===== config.mk =====
export PLATFORM = sky130hd
export DESIGN_NAME = full_subtractor
export DESIGN_NICKNAME = d
export VERILOG_FILES = /design/src/rtl/full_subtractor_pkg.sv /design/src/rtl/full_subtractor_cell.sv /design/src/rtl/full_subtractor.sv
export SDC_FILE = /design/constraint.sdc
export NUM_CORES = 1
export LEC_CHECK = 0
export BUFFER_PORTS_ARGS = -buffer_cell sky130_fd_sc_hd__buf_2
export CAP_MARGIN = 20
export CELL_PAD_IN_SITES_DETAIL_PLACEMENT = 1
export CELL_PAD_IN_SITES_GLOBAL_PLACEMENT = 1
export CORE_AREA = 2 2 39 41
export CTS_CLUSTER_SIZE = 25
export DETAILED_ROUTE_END_ITERATION = 16
export DIE_AREA = 0 0 41 43
export PLACE_DENSITY_LB_ADDON = 0.1
export RECOVER_POWER = 50
export SLEW_MARGIN = 20
export SYNTH_ARGS = -nofsm -noshare
export SYNTH_HDL_FRONTEND = slang
export SYNTH_SLANG_ARGS = --single-unit

===== constraint.sdc =====
create_clock -name clk -period 0.8 [get_ports clk]
set_input_delay 0.16 -clock clk [delete_from_list [all_inputs] [get_ports clk]]
set_output_delay 0.16 -clock clk [all_outputs]
set_load 0.02 [all_outputs]

===== src/rtl/full_subtractor_pkg.sv =====
// rtl/full_subtractor_pkg.sv - shared constants, cell result type and bit-subtract helper for full_subtractor
package full_subtractor_pkg;

    localparam int FS_MAX_WIDTH = 64;

    typedef struct packed {
        logic d;
        logic bout;
    } fs_bit_res_t;

    // One borrow-ripple step: difference bit and borrow into the next-higher bit
    function automatic fs_bit_res_t fs_bit_sub(input logic a, input logic b, input logic bin);
        fs_bit_res_t r;
        r.d    = a ^ b ^ bin;
        r.bout = (~a & b) | (~(a ^ b) & bin);
        return r;
    endfunction

endpackage


===== src/rtl/full_subtractor_cell.sv =====
// rtl/full_subtractor_cell.sv - combinational 1-bit full subtractor cell
module full_subtractor_cell
    import full_subtractor_pkg::*;
(
    input  logic a,
    input  logic b,
    input  logic bin,
    output logic d,
    output logic bout
);

    fs_bit_res_t res;

    assign res  = fs_bit_sub(a, b, bin);
    assign d    = res.d;
    assign bout = res.bout;

endmodule


===== src/rtl/full_subtractor.sv =====
// rtl/full_subtractor.sv - registered ripple-borrow subtractor d = a - b - Bin; FULL_SUBTRACTOR_OVF_EN adds ovf
module full_subtractor
    import full_subtractor_pkg::*;
#(
    parameter int WIDTH = 1
) (
    input  logic             clk,
    input  logic             rst,
    input  logic             in_valid,
    input  logic [WIDTH-1:0] a,
    input  logic [WIDTH-1:0] b,
    input  logic             Bin,
    output logic [WIDTH-1:0] d,
    output logic             Bout,
    output logic             out_valid
`ifdef FULL_SUBTRACTOR_OVF_EN
    ,
    output logic             ovf
`endif
);

    if (WIDTH < 1 || WIDTH > FS_MAX_WIDTH) begin : g_width_check
        $error("full_subtractor: WIDTH out of range");
    end

    logic [WIDTH:0]   br;
    logic [WIDTH-1:0] diff;

    assign br[0] = Bin;

    for (genvar i = 0; i < WIDTH; i++) begin : g_chain
        full_subtractor_cell u_cell (
            .a    (a[i]),
            .b    (b[i]),
            .bin  (br[i]),
            .d    (diff[i]),
            .bout (br[i+1])
        );
    end

`ifdef FULL_SUBTRACTOR_OVF_EN
    logic ovf_next;
    assign ovf_next = (a[WIDTH-1] != b[WIDTH-1]) && (diff[WIDTH-1] != a[WIDTH-1]);
`endif

    // Result registers load only on in_valid, so idle-cycle operands never reach d/Bout
    always_ff @(posedge clk or posedge rst) begin
        if (rst) begin
            d         <= '0;
            Bout      <= 1'b0;
            out_valid <= 1'b0;
`ifdef FULL_SUBTRACTOR_OVF_EN
            ovf       <= 1'b0;
`endif
        end else begin
            out_valid <= in_valid;
            if (in_valid) begin
                d    <= diff;
                Bout <= br[WIDTH];
`ifdef FULL_SUBTRACTOR_OVF_EN
                ovf  <= ovf_next;
`endif
            end
        end
    end

endmodule


== Word level (Yosys, flattened, before mapping) ==
Index checks and enable logic that the tools add are counted.

* Logic and storage cells: 10
* Input port bits: 6
* Flip-flop bits (word level): 3
* Output and inout port bits: 3

* Bitwise logic cells: 7

{| class="wikitable"
|+ Operator list
! operator !! count
|-
| bitwise AND 1 bit || 2
|-
| NOT 1 bit || 2
|-
| bitwise XOR 1 bit || 2
|-
| OR 1 bit || 1
|}

== Longest topological paths before layout ==
Gate-level depths: netlist (run 1).

* Depth in word-level cells: 4
* Gate-level depth with buffers: 3
* Depth with buffers taken out: 3

== Cells and area by module ==
A second synthesis (run 1) with hierarchy kept.

* Cell total of the unflattened synthesis: 10
* Area, all modules: 132.6 um2

{| class="wikitable"
|+ Modules (own cells, without submodules)
! module !! instances !! area an instance (um2) !! cells an instance !! seq. area each (um2)
|-
| full_subtractor || 1 || 101.3 || 6 || 75.1
|-
| full_subtractor_cell || 1 || 31.3 || 4 || 0.0
|}

== Worst setup path before layout (run 1) ==
Ideal clock, no wire load.

* Kind: input to register
* Start: in b
* End: reg d
* Buffers on the path: 0
* Setup time: 0.125 ns
* Data arrival time: 0.877 ns
* Setup slack: -0.202 ns
* Required time: 0.675 ns
* Stages: 3
* Cell sequence: inv_1 fa_1 mux2_4

* Longest elaborated chain between the ends: 2

{| class="wikitable"
|+ Ends and longest elaborated chain
! element !! RTL line !! text
|-
| from (decl) || full_subtractor.sv:11 || <nowiki>input logic [WIDTH-1:0] b,</nowiki>
|-
| bitwise XOR 1 bit (2 in series) || full_subtractor_pkg.sv:14 || <nowiki>r.d = a ^ b ^ bin;</nowiki>
|-
| net diff || full_subtractor.sv:27 || <nowiki>logic [WIDTH-1:0] diff;</nowiki>
|-
| to (signal assigned) || full_subtractor.sv:58 || <nowiki>d <= diff;</nowiki>
|-
| to (decl) || full_subtractor.sv:13 || <nowiki>output logic [WIDTH-1:0] d,</nowiki>
|}

The timed path passes the listed nets, and every way through them passes these cells.
A chain may end at the register's enable or synchronous reset.

== Final worst setup path (run 1) ==
* Start: reg d
* End: out d

No word-level cell between the ends.

==> results by group, run 1 <==
Clocking
  • Total CTS buffers: 3
  • Worst-path clk slew: approximately 40 ps
  • CTS tree: yes
  • CTS Sinks: 3
  • Clock Tree Buf Depth: 2
  • Clock Latency Late Sink: roughly 230 ps
  • # H-tree levels: 1
  • Clk root buf: clkbuf_4

Yosys
  • Synthesized cell area: between 100 and 150 µm²
  • Synth warnings: 0
  • Ranking of synthesized cells by area: dfrtp_1 58%, fa_1 15%, mux2_4 12%
  • Avg Cell Area, Syn: roughly 13 µm²
  • Synth area leader: dfrtp_1
  • Register bit count reported by yosys: 3
  • Synth top area share: between 50 and 60%
  • Net count after synthesis: 17
  • Mapped Cells: 10
  • Synth cell types: 6
  • Register area share after synthesis: roughly 58%

STA
  • Clk_skew: 0 ps
  • Fmax: around 1100 MHz
  • Slew @ Worst Pin: 209.0 ps
  • Max-slew violation count: 0
  • Final setup fails: 4
  • Final WS setup: -102.9 ps
  • Fin. Hold Viols: 0
  • TNS Setup: -375.2 ps
  • Fin crit share: 112.9%
  • Slew HR: a little under nine tenths
  • Min Hold Slack: around 130 ps
  • RSZ-0062 raised after global routing: true
  • Minimum clock period: about 900 ps

Critical path
  • Largest delay share family, worst path: flip-flops
  • Largest stage delay, worst path: between 300 and 400 ps
  • Crit path buffers/inverters: 1
  • CP max stage cell: dfrtp_1
  • CP Launch Type: register
  • CP cell instances: buf_6
  • Arrival time worst endpoint: 740 ps
  • CP Capture Type: output pin
  • Setup CP Type: reg2out
  • Worst Path Required: roughly 640 ps
  • CP Max Fanout: 2

Finish
  • Final-stage net count: 33
  • Antenna cells: 0
  • Layout cells sized above 1: between 60 and 70%
  • Synth-to-layout area growth: 108.7%

Routing
  • Initial DRC count: 1
  • Iteration count of the initial detailed-routing pass: 2
  • DRC viols: 0
  • Via/cell ratio: ~3.0
  • DR top layer: met3
  • Drt wl/cell: slightly below 7 µm
  • Metal-1 WL: 105 µm
  • Post-Route WL: 284 µm
  • Antenna-violating nets left: 0
  • Via count: 122
  • Met2 wire length: between 150 and 200 µm
  • WL met3: 24 µm

Die
  • Die extent in x: slightly above 40 µm
  • Cell Rows: 14
  • Initial Utilization: under 10%
  • # IOs: 9
  • Die area: about 0.0018 mm²
  • Core Region: between 0.001 and 0.0015 mm²
  • Height of the die: 43 µm

Global route
  • GRT overflow: 0
  • Initial antenna violation count: 0
  • First-pass GRT wire length: 434 µm
  • Largest net degree at the start of global routing: 5
  • Vias in the first global route: between 100 and 150
  • Overall Global Routing Usage: approximately 4.6%

Power and ir drop
  • Pwr/cell area: between 2000 and 2500 mW/mm²
  • Clock network power share: roughly 44%
  • Worst VDD drop: about 0.00036 V
  • Switching Fraction: between 20% and 30%
  • Reg power frac: between 30% and 40%
  • Psw: ~0.15 mW
  • Internal: around 0.45 mW
  • Gate power share: 25.0%
  • Tot Pwr: between 0.5 and 0.6 mW
  • Total leakage power: 0.1333 nW

Run status
  • Failing checks: negative setup slack
  • Status: finished with violations

Placed design
  • Port buffer count: 8
  • Final RePlAce weighted congestion: ~0.53

Min path
  • Hold Crit Class: in2reg

Run
  • MaxCap Viol Count: 0
[layout make-up]
type / instances / area [µm²]
clock buffers: 4 / 26.28
fillers: 163 / 1112
inverters: 3 / 18.77
multi-input cells: 4 / 46.29
flip-flops and latches: 3 / 75.07
well taps: 16 / 20.02
repair buffers: 11 / 85.08
[Yosys cell counts]
library cell and n:
a21oi_1 1, dfrtp_1 3, fa_1 1, inv_1 3, mux2_4 1, nor2_1 1
[through the flow]
stage / utilization [%] / std cells / area [µm²] / setup slack, ps
floorplan: - / 10 / 137.6 / -201.8
global placement: 14.29 / 34 / 197.7 / -368.6
detailed placement: 14.29 / 34 / 197.7 / -382.9
CTS: 19.53 / 41 / 270.3 / -117.9
global route: 19.62 / 41 / 271.5 / -138.5
finish: 19.62 / 41 / 271.5 / -102.9
[metal layers]
layer	up-vias	global-route usage, %
li1	58	-
met1	58	3.215
met2	6	5.625
met3	0	3.141
met4	0	8.000
met5	-	0
[flip-flops by register name, indices dropped and copies added, names as in the netlist]
name,flops
d,1
Bout,1
out_valid,1
[final timing paths]
kind	startpoint	slack (ps)	depth (start not counted)	endpoint
min reg2reg	d	620	2	d
min	in_valid	130	1	out_valid
max reg2reg	d	-90	2	d
max	d	-100	1	d
min in group asynchronous	rst	340	3	out_valid
max in group asynchronous	rst	330	3	d
[cells by family (layout without fill, tap and decap cells)]
family / after synthesis / in the layout / synth area share, %
flip-flops: 3 / 3 / 57.69
buffers and inverters: 3 / 18 / 8.653
adder cells (fa/ha/maj): 1 / 1 / 15.39
AO/OA/AOI/OAI: 1 / 1 / 3.842
multiplexers: 1 / 1 / 11.54
AND/OR/NAND/NOR: 1 / 1 / 2.882
[placed cells by master (no fill, tap or decap)]
cell           netlist  final
a21oi_1              1      1
buf_2                0      3
buf_4                0      3
buf_6                0      3
clkbuf_1             0      2
clkbuf_4             0      3
dfrtp_1              3      3
dlygate4sd3_1        0      1
fa_1                 1      1
inv_1                3      1
inv_2                0      1
inv_8                0      1
mux2_4               1      1
nor2_2               0      1
[power by group through the flow]
stage                     sequential [mW]  clock (mW)  combinational (mW)
after global placement              0.183           0              0.0986
final                               0.183       0.263               0.148
after global routing                0.186       0.292               0.160
after detailed placement            0.183           0              0.0989
after floorplan                     0.204           0              0.0327
after CTS                           0.183       0.278               0.149
[what timing repair did]
| item | in CTS | in global routing |
|---|---|---|
| resized for setup | 8 | 1 |
| setup buffers | 2 | 0 |
| endpoints found under the setup margin | 4 | 5 |
| pin swaps | 1 | 0 |
| hold endpoints to repair | 3 | 0 |
| hold buffers | 1 | 0 |
(Power assumes the default switching activity.)
==> inputs of run 2 (changes only) <==
ABC_AREA = 1   (was not set)
SKIP_CTS_REPAIR_TIMING = 1   (was not set)
==> run 2 against run 1 <==
- the flow still finishes with violations (negative setup slack)
- sequential power decreased by 3%
- utilization is 0.27 points higher
- combinational power fell by 14%
- worst hold slack worse by 16 ps
- wire length grew 19%
- worst setup slack barely moved
- power fell by 4.1%
- critical path type unchanged
- largest cell class unchanged
- largest power group unchanged
==> results by group, run 2 <==
STA
  • Clk_skew: 0 ps
  • Fin crit share: 112.9%
  • Minimum clock period: 902.8 ps
  • Final setup fails: 3
  • Slew @ Worst Pin: roughly 170 ps
  • Max-slew violation count: 0
  • Fin. Hold Viols: 0
  • RSZ-0062 raised after global routing: true
  • Final WS setup: -102.8 ps
  • TNS Setup: -284.7 ps
  • Fmax: approximately 1100 MHz
  • Slew HR: between 80% and 90%

Routing
  • DRC viols: 0
  • Antenna-violating nets left: 0
  • Post-Route WL: ~340 µm
  • Drt wl/cell: between 7 and 8 µm
  • Via count: roughly 140
  • Initial DRC count: 1
  • Iteration count of the initial detailed-routing pass: 2
  • Via/cell ratio: 3.065

Min path
  • Hold path start: in_valid
  • Hold Crit Class: in2reg

Yosys
  • Mapped Cells: 15
  • Net count after synthesis: 22
  • Synthesized cell area: 136.4 µm²
  • Post-synth EDFFs: 0
  • Register area share after synthesis: a little under three fifths
  • Synth area leader: dfrtp_1
  • Prevailing post-synth register cell: dfrtp_1
  • Ranking of synthesized cells by area: dfrtp_1 55%, nand2_1 17%, fa_1 15%
  • Register bit count reported by yosys: 3
  • Synth warnings: 0
  • Synth async-reset ratio: between 90% and 100%
  • Synth top area share: between 50 and 60%
  • Avg Cell Area, Syn: 9.092 µm²
  • Top-count cell post-synth: nand2_1
  • Synth cell types: 4
  • Synth top cells by count: 6 x nand2_1, 5 x inv_1, 3 x dfrtp_1

Finish
  • Biggest regs: Bout: 1 flops, d: 1 flops, out_valid: 1 flops
  • Commonest non-fill, non-tap cell in the layout: nand2_1
  • Synth-to-layout area growth: 101.8%
  • Most frequent cells in the layout: 6 x nand2_1, 4 x inv_1
  • Final-stage net count: 38
  • Antenna cells: 0
  • Non-Filler Instances: 46
  • Layout cells sized above 1: a little over two fifths
  • Fill cells: about 170

Die
  • Initial Utilization: approximately a tenth
  • # IOs: 9
  • Cell Rows: 14
  • Die area: ~0.0018 mm²
  • Core Region: roughly 0.0014 mm²
  • Die extent in x: 41 µm
  • Height of the die: 43 µm

Critical path
  • Crit path capture: d
  • Largest delay share family, worst path: flip-flops
  • Worst r2r src: d
  • CP cell instances: buf_6
  • Setup CP Type: reg2out
  • R2r setup slk: approximately 70 ps
  • CP Launch Type: register
  • CP max stage cell: dfrtp_1
  • Largest stage delay, worst path: ~380 ps
  • Arrival time worst endpoint: 740 ps
  • CP startpoint: d
  • CP Max Fanout: 2
  • Stages on the worst setup path: 1
  • CP Capture Type: output pin
  • Reg-to-Reg End: d
  • Crit path buffers/inverters: 1
  • Worst Path Required: 640 ps
  • FF-to-FF path depth: 3

Clocking
  • Clock Tree Buf Depth: 2
  • CTS Sinks: 3
  • Total CTS buffers: 3
  • Worst-path clk slew: 40 ps
  • Clock Latency Late Sink: between 200 and 250 ps
  • Clk root buf: clkbuf_4
  • CTS tree: yes
  • # H-tree levels: 1

Power and ir drop
  • Total leakage power: around 0.15 nW
  • Tot Pwr: about 0.57 mW
  • Pwr/cell area: a little over 2000 mW/mm²
  • Worst VDD drop: roughly 0.00038 V

Global route
  • Overall Global Routing Usage: roughly 6%
  • Vias in the first global route: approximately 150
  • GRT overflow: 0
  • First-pass GRT wire length: 531 µm
  • Largest net degree at the start of global routing: 5
  • Initial antenna violation count: 0

Placed design
  • DP Cell Count: 39
  • Port buffer count: 8
  • HPWL after DPL: approximately 260 µm
  • Final RePlAce weighted congestion: between 0.6 and 0.7

Run
  • MaxCap Viol Count: 0

Run status
  • Status: finished with violations
  • Failing checks: negative setup slack
run 2: changes by cell type after synthesis, sizes merged:
cell | previous run | this run
mux2 | 1 | 0
inv | 3 | 5
nor2 | 1 | 0
nand2 | 0 | 6
a21oi | 1 | 0
run 2: cells by family after synthesis:
group | synth area share, %
flip-flops | 55.04
AND/OR/NAND/NOR | 16.51
adder cells (fa/ha/maj) | 14.68
buffers and inverters | 13.76
run 2: stage by stage:
step	worst slack, ps	area, µm²	hold WS [ps]	util, %
2_1_floorplan	-37.79	143.9	-86.36	-
3_3_place_gp	-215.5	203.9	28.46	14.74
3_5_place_dp	-215.9	203.9	35.99	14.74
4_1_cts	-138.0	230.2	-213.2	16.64
5_1_grt	-129.7	275.3	112.9	19.89
6_report	-102.8	275.3	110.7	19.89
run 2: final cells by class:
class / instances / area (µm²) / area share, %
timing repair buffer: 11 / 85.08 / 30.91
tap: 16 / 20.02 / 7.273
clock buffer: 4 / 26.28 / 9.545
multi-input combinational: 7 / 42.54 / 15.45
inverter: 5 / 26.28 / 9.545
sequential: 3 / 75.07 / 27.27
run 2: per-layer routing:
| layer | GRT usage (%) | wire [µm] | share of wire [%] |
|---|---|---|---|
| met1 | 4.194 | 128 | 38 |
| met2 | 6.875 | 160 | 47 |
| met3 | 3.141 | 28 | 8.3 |
| met4 | 12.00 | 19 | 5.6 |
| met5 | 0 | 0 | 0 |
run 2: worst min path at each step:
stage,to,slack (ps),cells after the start
after global routing,out_valid,110,1
after floorplan,Bout,-90,1
after CTS,out_valid,-210,2
after global placement,out_valid,30,2
after detailed placement,out_valid,40,2
final,out_valid,110,1
run 2: power by group:
group | total (mW) | internal (mW) | switching (mW)
clock | 0.264 | 0.187 | 0.0774
sequential | 0.178 | 0.168 | 0.00981
combinational | 0.127 | 0.0697 | 0.0568
total | 0.569 | 0.425 | 0.144
